$ cat src/rtl/rob_commit_tracker.sv
// rob_commit_tracker: in-order reorder tracker opposite rename. Allocates up to two
// entries per cycle, marks writebacks done, retires up to two per cycle in order, and
// on a branch flush walks squashed entries youngest-first (flushed=1) for preg reclaim.
// Ports: clk/rst_n (sync active-low); req_* (two alloc slots); status_* (ticket/full/
// two-free); wb_* (two completions); flush_*; commit_* (two retire/squash slots); busy_o.
// Latency: commit_* are registered one cycle after the deciding state; status_* and
// busy_o decode registered state only, so no input reaches an output combinationally.
module rob_commit_tracker #(
  parameter int ROB_ENTRIES    = 8,
  parameter int ROB_INDEX_BITS = 3,
  parameter int P_ADDR_WIDTH   = 6,
  parameter int L_ADDR_WIDTH   = 5
) (
  input  logic                      clk,
  input  logic                      rst_n,
  input  logic                      req_valid_1,
  input  logic                      req_valid_2,
  input  logic                      req_valid_dest_1,
  input  logic                      req_valid_dest_2,
  input  logic [L_ADDR_WIDTH-1:0]   req_lreg_1,
  input  logic [L_ADDR_WIDTH-1:0]   req_lreg_2,
  input  logic [P_ADDR_WIDTH-1:0]   req_preg_1,
  input  logic [P_ADDR_WIDTH-1:0]   req_preg_2,
  input  logic [P_ADDR_WIDTH-1:0]   req_ppreg_1,
  input  logic [P_ADDR_WIDTH-1:0]   req_ppreg_2,
  output logic [ROB_INDEX_BITS-1:0] status_ticket,
  output logic                      status_is_full,
  output logic                      status_two_empty,
  input  logic                      wb_valid_1,
  input  logic                      wb_valid_2,
  input  logic [ROB_INDEX_BITS-1:0] wb_ticket_1,
  input  logic [ROB_INDEX_BITS-1:0] wb_ticket_2,
  input  logic                      flush_valid,
  input  logic [ROB_INDEX_BITS-1:0] flush_ticket,
  output logic                      commit_valid_1,
  output logic                      commit_valid_2,
  output logic [L_ADDR_WIDTH-1:0]   commit_ldst_1,
  output logic [L_ADDR_WIDTH-1:0]   commit_ldst_2,
  output logic [P_ADDR_WIDTH-1:0]   commit_pdst_1,
  output logic [P_ADDR_WIDTH-1:0]   commit_pdst_2,
  output logic [P_ADDR_WIDTH-1:0]   commit_ppdst_1,
  output logic [P_ADDR_WIDTH-1:0]   commit_ppdst_2,
  output logic                      commit_flushed_1,
  output logic                      commit_flushed_2,
  output logic                      busy_o
);

  localparam int IB = ROB_INDEX_BITS;
  localparam int CW = ROB_INDEX_BITS + 1;
  localparam logic [CW-1:0] FULL_CNT = CW'(ROB_ENTRIES);
  localparam logic [CW-1:0] TWO_CNT  = CW'(ROB_ENTRIES - 2);

  typedef enum logic {NORMAL = 1'b0, FLUSH = 1'b1} state_t;

  state_t                  state;
  logic [IB-1:0]           head, tail, walk, fstop;
  logic [CW-1:0]           count;
  logic [ROB_ENTRIES-1:0]  ent_valid, ent_done, ent_dest;
  logic [L_ADDR_WIDTH-1:0] ent_lreg  [ROB_ENTRIES];
  logic [P_ADDR_WIDTH-1:0] ent_preg  [ROB_ENTRIES];
  logic [P_ADDR_WIDTH-1:0] ent_ppreg [ROB_ENTRIES];

  logic [IB-1:0]           head_p1, walk_m1, flush_nx, rem, req2_idx, cm1_idx, cm2_idx;
  logic                    fire_1, fire_2, sq_2, sq_last, alloc_1, alloc_2, flush_go;
  logic                    cm1_v, cm2_v, cm_f;
  logic [CW-1:0]           n_commit, n_alloc, n_sq;
  logic [ROB_ENTRIES-1:0]  valid_nx, done_nx;

  assign status_ticket    = tail;
  assign status_is_full   = (state == FLUSH) || (count == FULL_CNT);
  assign status_two_empty = (state == NORMAL) && (count <= TWO_CNT);
  assign busy_o           = (state == FLUSH);

  always_comb begin
    head_p1  = head + IB'(1);
    walk_m1  = walk - IB'(1);
    flush_nx = flush_ticket + IB'(1);
    // Entries still to squash beyond the current walk slot; 0 means walk is the last.
    rem      = walk - fstop;
    fire_1   = (state == NORMAL) && ent_valid[head] && ent_done[head];
    fire_2   = fire_1 && ent_valid[head_p1] && ent_done[head_p1];
    sq_2     = (state == FLUSH) && (rem != '0);
    sq_last  = (state == FLUSH) && (rem <= IB'(1));
    alloc_1  = (state == NORMAL) && !flush_valid && req_valid_1 && !status_is_full;
    alloc_2  = (state == NORMAL) && !flush_valid && req_valid_2 && status_two_empty;
    req2_idx = tail + IB'(alloc_1);
    flush_go = (state == NORMAL) && flush_valid && (flush_nx != tail);
    n_commit = CW'(fire_1) + CW'(fire_2);
    n_alloc  = CW'(alloc_1) + CW'(alloc_2);
    n_sq     = (state == FLUSH) ? (sq_2 ? CW'(2) : CW'(1)) : '0;

    cm_f     = (state == FLUSH);
    cm1_v    = fire_1 || cm_f;
    cm2_v    = fire_2 || sq_2;
    cm1_idx  = cm_f ? walk    : head;
    cm2_idx  = cm_f ? walk_m1 : head_p1;

    // Order matters: retire/squash clears, then allocation overrides writeback.
    valid_nx = ent_valid;
    done_nx  = ent_done;
    if (wb_valid_1 && ent_valid[wb_ticket_1]) done_nx[wb_ticket_1] = 1'b1;
    if (wb_valid_2 && ent_valid[wb_ticket_2]) done_nx[wb_ticket_2] = 1'b1;
    if (cm1_v) valid_nx[cm1_idx] = 1'b0;
    if (cm2_v) valid_nx[cm2_idx] = 1'b0;
    if (alloc_1) begin
      valid_nx[tail] = 1'b1;
      done_nx[tail]  = 1'b0;
    end
    if (alloc_2) begin
      valid_nx[req2_idx] = 1'b1;
      done_nx[req2_idx]  = 1'b0;
    end
  end

  always_ff @(posedge clk) begin
    if (!rst_n) begin
      state            <= NORMAL;
      head             <= '0;
      tail             <= '0;
      walk             <= '0;
      fstop            <= '0;
      count            <= '0;
      ent_valid        <= '0;
      ent_done         <= '0;
      commit_valid_1   <= 1'b0;
      commit_valid_2   <= 1'b0;
      commit_ldst_1    <= '0;
      commit_ldst_2    <= '0;
      commit_pdst_1    <= '0;
      commit_pdst_2    <= '0;
      commit_ppdst_1   <= '0;
      commit_ppdst_2   <= '0;
      commit_flushed_1 <= 1'b0;
      commit_flushed_2 <= 1'b0;
    end else begin
      ent_valid <= valid_nx;
      ent_done  <= done_nx;
      head      <= head + IB'(fire_1) + IB'(fire_2);
      count     <= count + n_alloc - n_commit - n_sq;

      case (state)
        NORMAL: begin
          tail <= tail + IB'(alloc_1) + IB'(alloc_2);
          if (flush_go) begin
            state <= FLUSH;
            walk  <= tail - IB'(1);
            fstop <= flush_nx;
          end
        end
        FLUSH: begin
          walk <= sq_2 ? (walk - IB'(2)) : walk_m1;
          if (sq_last) begin
            tail  <= fstop;
            state <= NORMAL;
          end
        end
        default: state <= NORMAL;
      endcase

      commit_valid_1   <= cm1_v;
      commit_valid_2   <= cm2_v;
      commit_ldst_1    <= (cm1_v && ent_dest[cm1_idx]) ? ent_lreg[cm1_idx] : '0;
      commit_ldst_2    <= (cm2_v && ent_dest[cm2_idx]) ? ent_lreg[cm2_idx] : '0;
      commit_pdst_1    <= cm1_v ? ent_preg[cm1_idx]  : '0;
      commit_pdst_2    <= cm2_v ? ent_preg[cm2_idx]  : '0;
      commit_ppdst_1   <= cm1_v ? ent_ppreg[cm1_idx] : '0;
      commit_ppdst_2   <= cm2_v ? ent_ppreg[cm2_idx] : '0;
      commit_flushed_1 <= cm1_v && cm_f;
      commit_flushed_2 <= cm2_v && cm_f;
    end
  end

  // Payload needs no reset: it is only observed through a valid entry.
  always_ff @(posedge clk) begin
    if (alloc_1) begin
      ent_dest[tail]  <= req_valid_dest_1;
      ent_lreg[tail]  <= req_lreg_1;
      ent_preg[tail]  <= req_preg_1;
      ent_ppreg[tail] <= req_ppreg_1;
    end
    if (alloc_2) begin
      ent_dest[req2_idx]  <= req_valid_dest_2;
      ent_lreg[req2_idx]  <= req_lreg_2;
      ent_preg[req2_idx]  <= req_preg_2;
      ent_ppreg[req2_idx] <= req_ppreg_2;
    end
  end

  // Rename must not request beyond advertised space; such requests are dropped.
  alloc_refused_a: assert property (@(posedge clk) disable iff (!rst_n)
      !((req_valid_1 && status_is_full) || (req_valid_2 && !status_two_empty)))
    else $warning("rob_commit_tracker: allocation request while ROB cannot accept it");

endmodule

$ cat config.mk
export PLATFORM = sky130hd
export DESIGN_NAME = rob_commit_tracker
export DESIGN_NICKNAME = d
export VERILOG_FILES = /design/src/rtl/rob_commit_tracker.sv
export SDC_FILE = /design/constraint.sdc
export NUM_CORES = 1
export LEC_CHECK = 0
export CELL_PAD_IN_SITES_DETAIL_PLACEMENT = 0
export CELL_PAD_IN_SITES_GLOBAL_PLACEMENT = 1
export CORE_MARGIN = 2
export CORE_UTILIZATION = 47
export CTS_CLUSTER_SIZE = 24
export DETAILED_ROUTE_END_ITERATION = 10
export PLACE_DENSITY = 0.84
export SYNTH_ARGS = -nofsm -noshare
export SYNTH_HDL_FRONTEND = slang
export SYNTH_SLANG_ARGS = --single-unit
$ cat constraint.sdc
create_clock -name clk -period 12.2 [get_ports clk]
set_clock_uncertainty 0.2 [all_clocks]
set_input_delay 2.44 -clock clk [delete_from_list [all_inputs] [get_ports clk]]
set_output_delay 2.44 -clock clk [all_outputs]
set_load 0.01 [all_outputs]
* Word-level counts from Yosys, hierarchy flattened *
Memory sizes are Yosys's and may differ from the RTL's. A register that Yosys moved wholly into a read port is not among the register bits.
Cells that the tools add are included.

storage, ports and cells
  bits of input ports = 52
  memories kept = 3
  memory bits (writable) = 136
  output and inout bits = 44
  word-level logic and storage cells = 163
  register bits after elaboration = 45

operators by class
  equal/unequal tests = 4
  magnitude comparators = 16
  bitwise logic cells = 13
  add/subtract/negate cells = 15
  reductions and logical operators = 43
  muxes and demuxes = 56

memories
  name       words  bits a word  rd ports  clocked after Yosys merged registers in  write ports  RTL line  source
  ent_ppreg  8      6            2         2                                        2            61        logic [P_ADDR_WIDTH-1:0] ent_ppreg [ROB_ENTRIES];
  ent_preg   8      6            2         2                                        2            60        logic [P_ADDR_WIDTH-1:0] ent_preg [ROB_ENTRIES];
  ent_lreg   8      5            2         2                                        2            59        logic [L_ADDR_WIDTH-1:0] ent_lreg [ROB_ENTRIES];

operators with widths
  operator                                                                      count
  8-bit 2-to-1 mux                                                              10
  8-bit bitwise AND                                                             4
  3-bit by 4-bit less-than comparator with 1-bit output, second input constant  8
  8-bit inverter                                                                4
  8-bit bitwise OR                                                              4
  1-bit logical AND                                                             26
  1-bit binary-select mux with 3-bit select                                     8
  1-bit 2-to-1 mux                                                              20
  1-bit demux with 3-bit select                                                 6
  3-bit by 1-bit >= comparator with 1-bit output, second input constant         6
  8-bit bitwise mux                                                             2
  3-bit 2-to-1 mux                                                              5
  3-bit by 1-bit adder with 3-bit output                                        4
  3-bit one-hot mux with 2 select lines                                         2
  2-bit AND reduction                                                           5
  1-bit zero test                                                               8
  4-bit by 2-bit subtractor with 4-bit output                                   2
  3-bit by 1-bit adder with 3-bit output, second input constant                 2
  3-bit by 1-bit subtractor with 3-bit output, second input constant            2
  1-bit by 1-bit adder with 2-bit output                                        2
  4-bit by 2-bit adder with 4-bit output                                        1
  4-bit equality test, second input constant                                    1
  4-bit by 3-bit <= comparator with 1-bit output, second input constant         1
  2-bit 2-to-1 mux                                                              2
  10 further kinds                                                              12

* Longest topological paths before layout *
Gate-level depths: netlist of run 1.

  word-level depth = 14
  gate-level depth with buffers = 20

* Worst setup path before layout of run 1 *
Ideal clock, no wire load.

  kind = in2reg
  start = input port flush_valid
  end = memory ent_lreg[4][0] (enable)
  arrival time = 4.522 ns
  data required time = 11.604 ns
  setup slack = 7.082 ns
  stages on the path = 7
  setup time = 0.396 ns
  cell sequence = nor2_4 -> and3_1 -> ha_1 -> ha_1 -> or4_1 -> buf_2 -> o21ai_1

RTL lines
  element      RTL line  source
  from (decl)  33        input logic flush_valid,
  to (decl)    59

==> results of run 1 <==
==> sequential cells by signal (all words and copies together) (netlist names), 3 cells and up <==
| signal | flops |
|---|---|
| ent_ppreg | 48 |
| ent_preg | 48 |
| ent_lreg | 40 |
| ent_dest | 8 |
| ent_done | 8 |
| ent_valid | 8 |
| commit_pdst_1 | 6 |
| commit_pdst_2 | 6 |
| commit_ppdst_1 | 6 |
| commit_ppdst_2 | 6 |
| commit_ldst_1 | 5 |
| commit_ldst_2 | 5 |
| count | 4 |
| fstop | 3 |
| head | 3 |
| status_ticket | 3 |
| walk | 3 |
==> critical path, delay by kind of cell <==
family                   cells  cell delay (ns)
adder cells (fa/ha/maj)      2             0.41
XOR/XNOR                     1             0.23
AND/OR/NAND/NOR              4             2.28
buffers and inverters        1             0.46
==> kinds of logic after synthesis <==
kind of cell / count (synthesis) / synth area share
XOR/XNOR: 14 / 0.01315
multiplexers: 183 / 0.1803
AND/OR/NAND/NOR: 281 / 0.1135
flip-flops: 215 / 0.4879
AO/OA/AOI/OAI: 215 / 0.1424
buffers and inverters: 94 / 0.03739
adder cells (fa/ha/maj): 20 / 0.02543
==> cells in the final DEF (no fill, tap or decap), drive strengths merged, types with 5 or more instances in the layout <==
master           n
a211oi           5
a21boi           6
a21oi           30
a221oi          20
a22o             8
a22oi           46
a31oi            8
a32oi           15
a41oi            9
and2             7
and3             8
buf             20
clkbuf          33
clkdlybuf4s50   95
clkinv           6
dfxtp           79
edfxtp         136
fa               6
ha              14
inv             29
mux2           143
mux2i           34
mux4             6
nand2          122
nand3           36
nor2            60
nor2b            7
nor3            15
o2111ai          6
o21ai           23
o22ai            9
xnor2            6
xor2             6
==> power by group <==
| group | switching [mW] | internal [mW] | total (mW) |
|---|---|---|---|
| clock network | 0.289 | 0.445 | 0.733 |
| logic | 0.474 | 0.311 | 0.785 |
| registers | 0.0619 | 0.868 | 0.930 |
==> metal layers <==
metal,vias up,routed length (microns),GRT usage
met1,4356,14480,0.3754
li1,4053,-,-
met3,95,3705,0.04751
met4,2,1179,0.09943
met5,-,13,0
met2,548,15770,0.4157
==> cell type report <==
type | count | share of cell area
timing repair buffer | 115 | 0.08053
inverter | 29 | 0.007962
clock inverter | 11 | 0.009975
sequential | 215 | 0.4144
clock buffer | 33 | 0.04869
multi-input combinational | 713 | 0.4084
antenna | 2 | 0.0003661
tap | 324 | 0.02965
==> how the worst max path moves through the flow <==
| stage | from | endpoint | cells past startpoint |
|---|---|---|---|
| 3_3_place_gp | flush_valid | ent_preg[1][2]$_DFFE_PP_ | 7 |
| 3_5_place_dp | flush_valid | ent_preg[1][0]$_DFFE_PP_ | 8 |
| 6_report | flush_valid | ent_preg[1][0]$_DFFE_PP_ | 8 |
| 4_1_cts | flush_valid | ent_ppreg[1][1]$_DFFE_PP_ | 8 |
| 2_1_floorplan | flush_valid | ent_lreg[4][0]$_DFFE_PP_ | 7 |
| 5_1_grt | flush_valid | ent_lreg[1][2]$_DFFE_PP_ | 8 |
==> Yosys cell counts (all sizes together), types with 20 or more instances <==
cell and n:
o21ai 23, dfxtp 79, nand2 122, a21oi 30, mux2 143, edfxtp 136
buf 45, nor2 60, a221oi 20, a22oi 46, inv 29, mux2i 34
clkbuf 20, nand3 36
==> per-stage QoR <==
stage,setup WS [ns],instances,utilization,cell area (sq um),total power [mW]
after floorplan,7.082,1022,-,11610,1.450
after global placement,5.684,1396,0.5290,12860,1.703
after detailed placement,5.681,1396,0.5290,12860,1.711
after CTS,6.201,1440,0.5620,13670,2.441
after global routing,6.030,1442,0.5622,13670,2.559
final,6.156,1442,0.5622,13670,2.448
==> summary.md, run 1 <==
| Metric | Value |
|---|---|
| Status | finished clean |
| Area occupied by multi-input gates | 0.005584 sq mm |
| First-pass GRT wire length | 52,360 microns |
| Avg Inst Size Synth | 11.36 sq um |
| Synth unique cells | 78 |
| Hold crit path type | reg -> reg |
| Via count of the routed design | 9,054 |
| WP data arrival | 5.84 ns |
| CP Max Fanout | 20 |
| Clock slew at reported path FFs | 0.06 ns |
| CTS buffer count | 24 |
| Period utilization | 0.4954 |
| Remaining DRCs | 0 |
| Die X-Extent | 161.2 microns |
| DRT Wirelength | 35,150 microns |
| Register area | 0.005665 sq mm |
| Vias/cell | 6.279 |
| Fraction of layout cells with a size suffix above 1 | 0.1891 |
| Post-CTS Setup Bufs | 0 |
| Worst Hold Launch | ent_valid[5]$_SDFF_PN0_ |
| Final Hold Fails | 0 |
| Worst slew margin | 0.1800 |
| Antenna-violating nets left | 0 |
| Total Routing Usage GR | 0.2671 |
| Crit end category | register |
| Max Cap Viol | 0 |
| Mapped Area | 0.01161 sq mm |
| Final Slew Violations | 0 |
| Post-synth EDFFs | 136 |
| P_leak | 4.688 nW |
| Post-CTS Hold Fix Bufs | 0 |
| TritonCTS clock tree | yes |
| Cell count of the worst reg-to-reg path | 19 |
| Worst Hold Depth | 2 |
| Root buf cell | clkbuf_16 |
| Worst skew pair latency | 0.52 ns |
| Vias in the first global route | 8,671 |
| Setup TNS | 0 ns |
| Critical path's slowest cell | nand2_1 |
| CP required | 12.00 ns |
| GRT Residual Overflow | 0 |
| Syn Inst Count | 1,022 |
| RR Startpoint | walk[0]$_SDFFE_PN0P_ |
| DRT iter0 DRCs | 983 |
| CP max stage delay | 0.97 ns |
| # rows | 57 |
| Hold Path Sink | ent_valid[5]$_SDFF_PN0_ |
| GPL Wtd Cong | 0.8668 |
| Port buffer count | 95 |
| Num Clock Sinks | 215 |
| Final min period | 6.044 ns |
| Top-area cell type share of the netlist area | 0.3517 |
| Final hold slack | 0.3220 ns |
| Die extent in y | 161.2 microns |
| Final setup viols | 0 |
| Detail Placement HPWL | 21,040 microns |
| Critical path class | in -> reg |
| WL/cell | 24.38 microns |
| Most numerous cell on the critical path | ha_1 |
| Highest clock rate | 165.4 MHz |
| Synth warn | 0 |
| Area Overhead vs Synth | 17.74% |
| Register bit total from synthesis | 215 |
| CP startpoint kind | primary input |
| Starting Density | 0.4775 |
| Clock buffer depth | 3 |
| Sequential area share after synthesis | 0.4879 |
| Die area | 0.02598 sq mm |
| Fin nets | 1,170 |
| Largest net degree at the start of global routing | 43 |
| Largest cells by area after synthesis | edfxtp_1, dfxtp_1, mux2_2, nand2_1, mux2_1 |
| Unrepaired setup endpoints after global routing | false |
| Syn_nets | 1,094 |
| # fillers | 2,078 |
| Worst r2r dst | count[3]$_SDFF_PN0_ |
| Worst path cell trace | clkdlybuf4s50_1 -> nor2_4 -> and3_1 -> ha_1 -> ha_1 -> xor2_1 -> or3_1 -> nand2_1 |
| Top cell type by total area after synthesis | edfxtp_1 |
| Drt first pass iters | 8 |
| Io pins | 96 |
| H-tree depth | 1 |
| Core Footprint | 0.02432 sq mm |
| Top FF cell, synth | edfxtp_1 |
| Worst-Margin Slew | 1.229 ns |
| P per Cell Area | 179.1 mW/mm^2 |
| Initial antenna violation count | 3 |
| Peak VDD IR | 102.9 uV |
| Setup slack, reg-to-reg | 7.62 ns |
| Async S/R FF share, synth | 0 |
| Resized Gates After CTS | 0 |
(Power assumes the default switching activity.)
==> run 2, diff against run 1 <==
==> constraint.sdc (replaced) <==
create_clock -name clk -period 5.7 [get_ports clk]
set_clock_uncertainty 0.2 [all_clocks]
set_input_delay 1.14 -clock clk [delete_from_list [all_inputs] [get_ports clk]]
set_output_delay 1.14 -clock clk [all_outputs]
set_load 0.01 [all_outputs]
==> summary.md, run 2 (same netlist as run 1, synthesis figures left out) <==
| Metric | Value |
|---|---|
| Die X-Extent | 161.2 microns |
| Unrepaired setup endpoints after global routing | false |
| Status | finished clean |
| Io pins | 96 |
| Final setup viols | 0 |
| Die extent in y | 161.2 microns |
| Hold crit path type | reg -> reg |
| Resized Gates After CTS | 0 |
| Final min period | 4.502 ns |
| GPL Wtd Cong | 0.8441 |
| CP Max Fanout | 8 |
| WP data arrival | 4.69 ns |
| Worst skew pair latency | 0.54 ns |
| TritonCTS clock tree | yes |
| Core Footprint | 0.02432 sq mm |
| First-pass GRT wire length | 54,080 microns |
| Setup TNS | 0 ns |
| Detail Placement HPWL | 22,310 microns |
| Num Clock Sinks | 215 |
| H-tree depth | 1 |
| Final Slew Violations | 0 |
| Root buf cell | clkbuf_16 |
| Commonest non-fill, non-tap cell in the layout | edfxtp_1 |
| Worst slew margin | 0.1291 |
| Worst-Margin Slew | 1.305 ns |
| Crit end category | register |
| Die area | 0.02598 sq mm |
| Period utilization | 0.7898 |
| DRT iter0 DRCs | 908 |
| Vias/cell | 6.368 |
| # fillers | 2,081 |
| Fraction of layout cells with a size suffix above 1 | 0.1970 |
| Max Cap Viol | 0 |
| Pre-CTS setup slack | 1.154 ns |
| Area Overhead vs Synth | 17.78% |
| Post-CTS Hold Fix Bufs | 0 |
| Final Hold Fails | 0 |
| Clock buffer depth | 3 |
| Setup ws final | 1.198 ns |
| P_leak | 4.704 nW |
| Worst Hold Launch | ent_valid[5]$_SDFF_PN0_ |
| Largest net degree at the start of global routing | 43 |
| CP startpoint kind | register |
| Total Routing Usage GR | 0.2726 |
| Fin nets | 1,175 |
| Top Registers | ent_ppreg (48), ent_preg (48), ent_lreg (40) |
| Port buffer count | 95 |
| Clock slew at reported path FFs | 0.06 ns |
| Drt first pass iters | 5 |
| P per Cell Area | 382.8 mW/mm^2 |
| WL/cell | 24.68 microns |
| Post-CTS Setup Bufs | 0 |
| Initial antenna violation count | 0 |
| Worst setup path start | walk[0]$_SDFFE_PN0P_ |
| Remaining DRCs | 0 |
| Starting Density | 0.4775 |
| DRT Wirelength | 35,690 microns |
| Critical path class | reg -> reg |
| GRT Residual Overflow | 0 |
| Commonest non-fill, non-tap cells in the layout | edfxtp_1, nand2_1, mux2_2, clkdlybuf4s50_1, dfxtp_1 |
| Antenna-violating nets left | 0 |
| Vias in the first global route | 9,112 |
| # diodes | 0 |
| Via count of the routed design | 9,208 |
| CTS buffer count | 25 |
| # rows | 57 |
| Peak VDD IR | 273.3 uV |
| CP required | 5.89 ns |
| RR Startpoint | walk[0]$_SDFFE_PN0P_ |
| Highest clock rate | 222.1 MHz |
run 2: cell type report:
type | count | area, sq um | area share
Timing Repair Buffer | 119 | 1131 | 0.08270
Tap cell | 324 | 405.4 | 0.02964
Sequential cell | 215 | 5665 | 0.4142
Multi-Input combinational cell | 713 | 5569 | 0.4072
Inverter | 29 | 108.9 | 0.007959
Clock buffer | 27 | 633.1 | 0.04629
Clock inverter | 19 | 163.9 | 0.01198
run 2: path summary, 6_finish.rpt:
| path | end | slack [ns] | cells after the start |
|---|---|---|---|
| min reg2reg | ent_valid[5]$_SDFF_PN0_ | 0.33 | 2 |
| min | ent_valid[5]$_SDFF_PN0_ | 0.33 | 2 |
| max | count[3]$_SDFF_PN0_ | 1.20 | 19 |
| max reg2reg | count[3]$_SDFF_PN0_ | 1.20 | 19 |
run 2: report_power, final:
group | internal, mW | switching [mW]
Clock | 0.899 | 0.665
Sequential | 1.86 | 0.147
Combinational | 0.667 | 0.999
run 2: worst max-delay path, stage by stage, from the launching register on:
cell and delay (ns):
dfxtp_1 0.42, inv_1 0.16, ha_1 0.24, fa_1 0.37, xor3_1 0.21, nor2b_1 0.50, nand3_1 0.14, inv_1 0.13
ha_1 0.13, inv_1 0.04, fa_1 0.47, inv_1 0.05, fa_1 0.35, inv_1 0.06, ha_1 0.13, inv_1 0.05
fa_1 0.37, xor2_1 0.17, xnor2_1 0.13, nor2_1 0.05
run 2: metrics by stage:
step	area [sq um]	utilization	hold WS, ns	instances	power, mW
after CTS	13680	0.5624	0.3244	1446	5.223
after global routing	13680	0.5624	0.3402	1446	5.468
after detailed placement	12880	0.5296	0.3164	1400	3.669
after floorplan	11610	-	0.2644	1022	3.103
after global placement	12880	0.5296	0.3158	1400	3.637
final	13680	0.5624	0.3256	1446	5.235
run 2: per-layer routing:
metal  routed length (microns)  part of all wire  vias to the layer above  global-route usage
li1                          -                 -                     4065                   -
met1                     14120              0.40                     4457              0.3696
met2                     16370              0.46                      569              0.4296
met3                      3748              0.11                      117             0.04982
met4                      1457             0.041                        0              0.1201
met5                         0                 0                        -                   0
